### config.mk
export PLATFORM = sky130hd
export DESIGN_NAME = max_scan_ctrl_flat
export DESIGN_NICKNAME = d
export VERILOG_FILES = /design/src/rtl/max_scan_ctrl_if.sv /design/src/rtl/max_scan_ctrl.sv /design/src/flat_wrapper.sv
export SDC_FILE = /design/constraint.sdc
export NUM_CORES = 1
export LEC_CHECK = 0
export CAP_MARGIN = 20
export CORE_UTILIZATION = 38
export CTS_BUF_LIST = sky130_fd_sc_hd__clkbuf_4 sky130_fd_sc_hd__clkbuf_8 sky130_fd_sc_hd__clkbuf_16
export CTS_CLUSTER_SIZE = 25
export DETAILED_ROUTE_END_ITERATION = 6
export DONT_BUFFER_PORTS = 1
export MAX_ROUTING_LAYER = met4
export SLEW_MARGIN = 25
export SYNTH_ARGS = -nofsm -noshare
export SYNTH_HDL_FRONTEND = slang
export SYNTH_SLANG_ARGS = --single-unit
export TNS_END_PERCENT = 20
### constraint.sdc
create_clock -name clk -period 1.9 [get_ports clk]
set_input_delay 0.285 -clock clk [delete_from_list [all_inputs] [get_ports clk]]
set_output_delay 0.285 -clock clk [all_outputs]
set_load 0.05 [all_outputs]
### src/rtl/max_scan_ctrl_if.sv
// Bundle of the scan controller's request, ADC frame, maximum-tree and result
// signals. The controller connects through the slave modport; whatever drives
// start/frames/tree results and consumes the result uses the master modport.
interface max_scan_ctrl_if #(
  parameter int PORTS = 32
);
  localparam int IDX_W = (PORTS > 1) ? $clog2(PORTS) : 1;

  // Scan request
  logic             start;
  logic [7:0]       num_frames;

  // ADC frame handshake
  logic             frame_valid;
  logic             frame_ready;

  // Maximum tree launch and result
  logic             tree_dav;
  logic [15:0]      tree_max_value;
  logic [IDX_W-1:0] tree_max_index;
  logic             tree_max_dav;

  // Scan result and status
  logic [15:0]      res_value;
  logic [IDX_W-1:0] res_index;
  logic [7:0]       res_frame;
  logic             res_valid;
  logic             res_ready;
  logic             busy;
  logic             timeout_err;

  modport slave (
    input  start, num_frames, frame_valid,
           tree_max_value, tree_max_index, tree_max_dav, res_ready,
    output frame_ready, tree_dav,
           res_value, res_index, res_frame, res_valid, busy, timeout_err
  );

  modport master (
    output start, num_frames, frame_valid,
           tree_max_value, tree_max_index, tree_max_dav, res_ready,
    input  frame_ready, tree_dav,
           res_value, res_index, res_frame, res_valid, busy, timeout_err
  );
endinterface

### src/rtl/max_scan_ctrl.sv
// Scan controller for an ADC maximum tree. A scan pushes num_frames frames
// through the tree one at a time (at most one frame in flight), keeps the
// largest value seen together with its channel index and frame number, and
// presents that peak with a valid/ready handshake. A tree that does not answer
// within TIMEOUT cycles ends the scan with timeout_err set and the peak so far.
module max_scan_ctrl #(
  parameter int PORTS   = 32,
  parameter int TIMEOUT = 40
) (
  input logic            clk,
  input logic            rst,
  max_scan_ctrl_if.slave bus
);

  localparam int IDX_W = (PORTS > 1) ? $clog2(PORTS) : 1;
  localparam int CNT_W = (TIMEOUT > 2) ? $clog2(TIMEOUT) : 1;

  // The wait counter is loaded with 0 on the launch edge, so in the k-th cycle
  // after the launch strobe it reads k-1. Firing the timeout when it reads
  // TIMEOUT-2 makes the registered flag appear exactly TIMEOUT cycles after
  // tree_dav; a result arriving in that same cycle still wins.
  localparam logic [CNT_W-1:0] CNT_LAST = CNT_W'(TIMEOUT - 2);

  localparam logic [1:0] S_IDLE       = 2'd0;
  localparam logic [1:0] S_WAIT_FRAME = 2'd1;
  localparam logic [1:0] S_WAIT_RES   = 2'd2;
  localparam logic [1:0] S_DONE       = 2'd3;

  logic [1:0]       state_q;
  logic [8:0]       frame_lim_q;   // frames in this scan, 1..255 (0 requested -> 1)
  logic [8:0]       frame_cnt_q;   // frames completed so far
  logic [CNT_W-1:0] wait_cnt_q;
  logic [15:0]      res_value_q;
  logic [IDX_W-1:0] res_index_q;
  logic [7:0]       res_frame_q;
  logic             timeout_err_q;

  logic launch;
  logic take_res;
  logic hit_timeout;
  logic last_frame;
  logic new_peak;

  // A frame is accepted and launched into the tree in the same cycle.
  assign launch      = (state_q == S_WAIT_FRAME) && bus.frame_valid;
  // Tree results count only while a frame is in flight.
  assign take_res    = (state_q == S_WAIT_RES) && bus.tree_max_dav;
  assign hit_timeout = (state_q == S_WAIT_RES) && !bus.tree_max_dav &&
                       (wait_cnt_q == CNT_LAST);
  assign last_frame  = (frame_cnt_q + 9'd1) == frame_lim_q;
  // The first frame always seeds the peak (even a zero); afterwards only a
  // strictly larger value replaces it, so ties keep the earlier frame.
  assign new_peak    = (frame_cnt_q == 9'd0) ||
                       (bus.tree_max_value > res_value_q);

  // Scan sequencing, peak tracking and tree timeout supervision.
  // NOTE: every register here is reset asynchronously and assigned with <=
  // only, so all of them update together from the values before the edge.
  always_ff @(posedge clk or negedge rst) begin
    if (!rst) begin
      state_q       <= S_IDLE;
      frame_lim_q   <= 9'd0;
      frame_cnt_q   <= 9'd0;
      wait_cnt_q    <= '0;
      res_value_q   <= 16'd0;
      res_index_q   <= '0;
      res_frame_q   <= 8'd0;
      timeout_err_q <= 1'b0;
    end else begin
      case (state_q)
        S_IDLE: begin
          if (bus.start) begin
            frame_lim_q   <= (bus.num_frames == 8'd0) ? 9'd1
                                                      : {1'b0, bus.num_frames};
            frame_cnt_q   <= 9'd0;
            res_value_q   <= 16'd0;
            res_index_q   <= '0;
            res_frame_q   <= 8'd0;
            timeout_err_q <= 1'b0;
            state_q       <= S_WAIT_FRAME;
          end
        end

        S_WAIT_FRAME: begin
          if (launch) begin
            wait_cnt_q <= '0;
            state_q    <= S_WAIT_RES;
          end
        end

        S_WAIT_RES: begin
          if (take_res) begin
            if (new_peak) begin
              res_value_q <= bus.tree_max_value;
              res_index_q <= bus.tree_max_index;
              res_frame_q <= frame_cnt_q[7:0];
            end
            frame_cnt_q <= frame_cnt_q + 9'd1;
            state_q     <= last_frame ? S_DONE : S_WAIT_FRAME;
          end else if (hit_timeout) begin
            timeout_err_q <= 1'b1;
            state_q       <= S_DONE;
          end else begin
            wait_cnt_q <= wait_cnt_q + 1'b1;
          end
        end

        S_DONE: begin
          if (bus.res_ready) begin
            state_q <= S_IDLE;
          end
        end

        default: state_q <= S_IDLE;
      endcase
    end
  end

  assign bus.frame_ready = launch;
  assign bus.tree_dav    = launch;
  assign bus.res_valid   = (state_q == S_DONE);
  assign bus.busy        = (state_q != S_IDLE);
  assign bus.res_value   = res_value_q;
  assign bus.res_index   = res_index_q;
  assign bus.res_frame   = res_frame_q;
  assign bus.timeout_err = timeout_err_q;

endmodule

### src/flat_wrapper.sv
// flat-port wrapper written by rule: the top's interface ports become plain ports
module max_scan_ctrl_flat 
#(
  parameter int PORTS   = 32,
  parameter int TIMEOUT = 40
)
  (clk, rst, bus_start, bus_num_frames, bus_frame_valid, bus_tree_max_value, bus_tree_max_index, bus_tree_max_dav, bus_res_ready, bus_frame_ready, bus_tree_dav, bus_res_value, bus_res_index, bus_res_frame, bus_res_valid, bus_busy, bus_timeout_err);
  max_scan_ctrl_if #(.PORTS(PORTS)) bus_i ();
  input logic clk;
  input logic rst;
  input wire logic [$bits(bus_i.start)-1:0] bus_start;
  input wire logic [$bits(bus_i.num_frames)-1:0] bus_num_frames;
  input wire logic [$bits(bus_i.frame_valid)-1:0] bus_frame_valid;
  input wire logic [$bits(bus_i.tree_max_value)-1:0] bus_tree_max_value;
  input wire logic [$bits(bus_i.tree_max_index)-1:0] bus_tree_max_index;
  input wire logic [$bits(bus_i.tree_max_dav)-1:0] bus_tree_max_dav;
  input wire logic [$bits(bus_i.res_ready)-1:0] bus_res_ready;
  output wire logic [$bits(bus_i.frame_ready)-1:0] bus_frame_ready;
  output wire logic [$bits(bus_i.tree_dav)-1:0] bus_tree_dav;
  output wire logic [$bits(bus_i.res_value)-1:0] bus_res_value;
  output wire logic [$bits(bus_i.res_index)-1:0] bus_res_index;
  output wire logic [$bits(bus_i.res_frame)-1:0] bus_res_frame;
  output wire logic [$bits(bus_i.res_valid)-1:0] bus_res_valid;
  output wire logic [$bits(bus_i.busy)-1:0] bus_busy;
  output wire logic [$bits(bus_i.timeout_err)-1:0] bus_timeout_err;
  assign bus_i.start = bus_start;
  assign bus_i.num_frames = bus_num_frames;
  assign bus_i.frame_valid = bus_frame_valid;
  assign bus_i.tree_max_value = bus_tree_max_value;
  assign bus_i.tree_max_index = bus_tree_max_index;
  assign bus_i.tree_max_dav = bus_tree_max_dav;
  assign bus_i.res_ready = bus_res_ready;
  assign bus_frame_ready = bus_i.frame_ready;
  assign bus_tree_dav = bus_i.tree_dav;
  assign bus_res_value = bus_i.res_value;
  assign bus_res_index = bus_i.res_index;
  assign bus_res_frame = bus_i.res_frame;
  assign bus_res_valid = bus_i.res_valid;
  assign bus_busy = bus_i.busy;
  assign bus_timeout_err = bus_i.timeout_err;
  max_scan_ctrl #(.PORTS(PORTS), .TIMEOUT(TIMEOUT)) u_core (.clk(clk), .rst(rst), .bus(bus_i));
endmodule
==> flow_summary_export.csv <==
group,metric,value,unit
run_status,outcome,"complete, but fails checks",
drt,wl_met3,530,um
critical_path,critical_path.startpoint,"u_core.bus.res_value[15]",
critical_path,worstPathRequired,2.10,ns
clock_tree,cts_root_buffer,"clkbuf_8",
drt,wl_per_cell,15.8,um
drt,vias,2277,
critical_path,cp-endpoint,"u_core.bus.res_frame[0]",
pwr,pwr-share-comb,52.5,%
final_layout,nets,380,
synth,synthCells,285,
drt,wl_met1,2870,um
critical_path,cp-end-kind,"flip-flop",
pwr,pwr-share-clk,13.4,%
global_route,grt_max_degree,56,
synth,synth_cell_type_count,47,
pwr,power.switching,2700,uW
placed_design,portBuffers,0,
placed_design,place_congestion,0.842,
synth,syn_area,3010,um^2
critical_path,critical_path_arrival,2.25,ns
drt,route.detailed.drc,0,
global_route,track_usage,17.2,%
clock_tree,cts_made_buffers,5,
clock_tree,path_clk_slew,0.10,ns
drt,maxUsedRoutingLayer,"met4",
pwr,switching_share,45.1,%
timing,fin_worst_skew,0.00752,ns
floorplan,chipWidth,91.0,um
floorplan,die_h,91.0,um
pwr,total_power,5980,uW
floorplan,num_rows,32,
pwr,pwr-share-seq,34.1,%
synth,yosysWarnings,0,
timing,max_freq,487,MHz
floorplan,dieArea,8290,um^2
final_layout,drive_above_1_share,33.4,%
drt,wl_met2,3320,um
clock_tree,cts_tree,"built",
synth,syn_avg_cell_area,10.6,um^2
critical_path,worstSetupStartpointType,"flip-flop",
clock_tree,ctsHtreeMaxLevel,2,
floorplan,core,7690,um^2
synth,synth_ff_type,"dfrtp_1",
run,cap_violations,0,
drt,drt_iter0_markers,95,
timing,fin_ws,-0.154,ns
drt,ant_nets,0,
drt,drt_first_pass_iters,4,
clock_tree,cts_sinks,55,
synth,ys_ff_latch,55,
critical_path,r2r_cells,9,
placed_design,dpl_cell_area,3400,um^2
global_route,grt_overflow,0,
critical_path,critPathSlowestCell,"dfrtp_2",
global_route,grt_pass1_wl,11000,um
final_layout,design_area,3720,um^2
floorplan,ios,69,
clock_tree,clk_latency,0.30,ns
critical_path,r2r_start,"u_core.bus.res_value[15]",
timing,finalHoldViolCount,0,
drt,wl,6780,um
timing,fin_setup_tns,-3.44,ns
pwr,vdd_ir_drop_max,0.832,mV
critical_path,r2r_end,"u_core.bus.res_frame[0]",
timing,maxSlewViolCount,0,
drt,via_per_inst,5.32,
critical_path,slowest_delay,0.38,ns
timing,holdWs,0.103,ns
pwr,p_int,3280,uW
min_path,hold_path.class,"primary input to flip-flop",
critical_path,timing.critical_path.cells,"inv_2 > ha_4 > and4_4 > nand3_4 > nor3_4 > a211oi_2 > nand3b_1 > buf_6 > a22o_1",
global_route,grt_pass1_vias,2219,
run_status,violations,"setup timing",
synth,synth_edf_count,0,
global_route,antenna_found_initial,0,
pwr,powerDensity,1610,nW/um^2
critical_path,critPathMaxFanout,22,
floorplan,start_util,39.2,%
critical_path,reg2reg_slack,-0.15,ns
synth,synth-async-reset-ratio,100,%
critical_path,crit_type,"flip-flop to flip-flop",
timing,timing.final.crit_share,108,%
synth,ys_seq_area_share,45.7,%
timing,tightestPinTransition,0.591,ns
timing,rsz0062_at_grt,"yes",
synth,synth_top_area_cell,"dfrtp_1",
timing,slew_headroom,60.6,%
pwr,p_leak,0.00168,uW
synth,syn_nets,340,
clock_tree,clock_path_buffers,2,
final_layout,antennaDiodeCount,0,
timing,setup_viol,29,
placed_design,hpwl,4880,um
timing,post-route-min-period,2.05,ns
final_layout,syn_to_final_growth,23.4,%
synth,netlist.area_leader.share,45.7,%
synth,ys_top_cells_by_area,"dfrtp_1 (46%), ha_1 (8.3%), a22o_1 (6.7%), mux2i_1 (3.0%), inv_1 (2.9%)",
## worst max-delay path, delay by kind of cell (launching register included)
kind / cells / cell delay [ns]
adders and majority gates: 1 / 0.25
DFF: 1 / 0.38
AOI/OAI and AO/OA: 2 / 0.29
and+or+nand+nor: 4 / 0.76
buffers and inverters: 2 / 0.25
## worst min-delay path by stage
stage | from | to | slack, ns | cells past startpoint
floorplan | rst | u_core.bus.res_frame[0] | -0.01 | 0
global placement | rst | u_core.bus.res_value[13] | -0.008 | 0
detailed placement | rst | u_core.bus.res_value[8] | -0.008 | 0
CTS | bus_tree_max_value[11] | u_core.bus.res_value[11] | 0.09 | 2
global route | bus_tree_max_value[1] | u_core.bus.res_value[1] | 0.08 | 1
finish | bus_tree_max_value[11] | u_core.bus.res_value[11] | 0.10 | 2
## per-layer routing
metal  vias to the layer above  track usage [%]
met5                         -                -
met2                        77             26.3
met4                         0             5.95
li1                       1080                -
met3                         7             4.61
met1                      1113             22.1
## power groups by stage
stage               Combinational, uW  Sequential (uW)  Clock (uW)
finish                           3140             2040         803
global route                     3410             2100         879
CTS                              2940             2040         839
detailed placement               2870             2060           0
global placement                 2830             2050           0
floorplan                        1500             2640           0
## flip-flops by register name (all words and copies together), names as in the netlist
| name | flops |
|---|---|
| u_core.bus.res_frame | 8 |
| u_core.bus.res_index | 5 |
| u_core.bus.res_value | 16 |
| u_core.bus.timeout_err | 1 |
| u_core.frame_cnt_q | 9 |
| u_core.frame_lim_q | 8 |
| u_core.state_q | 2 |
| u_core.wait_cnt_q | 6 |
## final cells by class
type,count,area (um^2)
clock buffers,6,82.6
clock inverters,2,35.0
fillers,711,3970
inverters,23,86.3
multi-input cells,193,1590
flip-flops and latches,55,1390
well taps,102,128
repair buffers,47,408
## cells in the mapped netlist (3+ instances only)
cell / n
a21oi_1: 12
a22o_1: 23
and3_1: 4
buf_6: 5
clkbuf_1: 3
dfrtp_1: 55
ha_1: 20
inv_1: 23
mux2_2: 7
mux2i_1: 9
nand2_1: 21
nand3_1: 7
nand4_1: 4
nor2_1: 19
o21ai_0: 16
xnor2_1: 9
xor2_1: 9
## stage by stage
step	setup WS [ns]	utilization, %	std cells
floorplan	-0.281	-	285
global placement	-0.106	44.2	415
detailed placement	-0.163	44.2	415
CTS	-0.152	46.4	426
global route	-0.261	48.3	428
finish	-0.154	48.3	428
## what timing repair did
action,4_1_cts,5_1_grt
buffers inserted,1,2
setup endpoints to repair,29,30
pin swaps,1,1
resized for setup,1,23
hold buffers,2,0
hold endpoints to repair,55,0
## cells by family after synthesis
| kind of cell | count (synthesis) | synth area share, % |
|---|---|---|
| AND/OR/NAND/NOR | 75 | 13.4 |
| AO/OA/AOI/OAI | 64 | 15.0 |
| flip-flops | 55 | 45.7 |
| buffers and inverters | 37 | 6.77 |
| adder cells (fa/ha/maj) | 20 | 8.31 |
| XOR/XNOR | 18 | 5.24 |
| multiplexers | 16 | 5.61 |
## placed cells by master (no fill, tap or decap), types with 3 or more instances in the layout
| cell type | n |
|---|---|
| xor2_1 | 8 |
| dfrtp_2 | 11 |
| clkbuf_8 | 6 |
| ha_4 | 7 |
| mux2i_1 | 9 |
| inv_2 | 6 |
| nand4_1 | 4 |
| a21oi_2 | 3 |
| buf_4 | 41 |
| o21ai_0 | 15 |
| mux2_2 | 7 |
| nor2_2 | 4 |
| a22o_1 | 23 |
| nand2_1 | 20 |
| nand3_1 | 5 |
| dfrtp_1 | 44 |
| a21oi_1 | 8 |
| nor2_1 | 17 |
| ha_1 | 12 |
| inv_1 | 17 |
| xnor2_1 | 9 |
| and3_1 | 3 |
(Power assumes the default switching activity.)
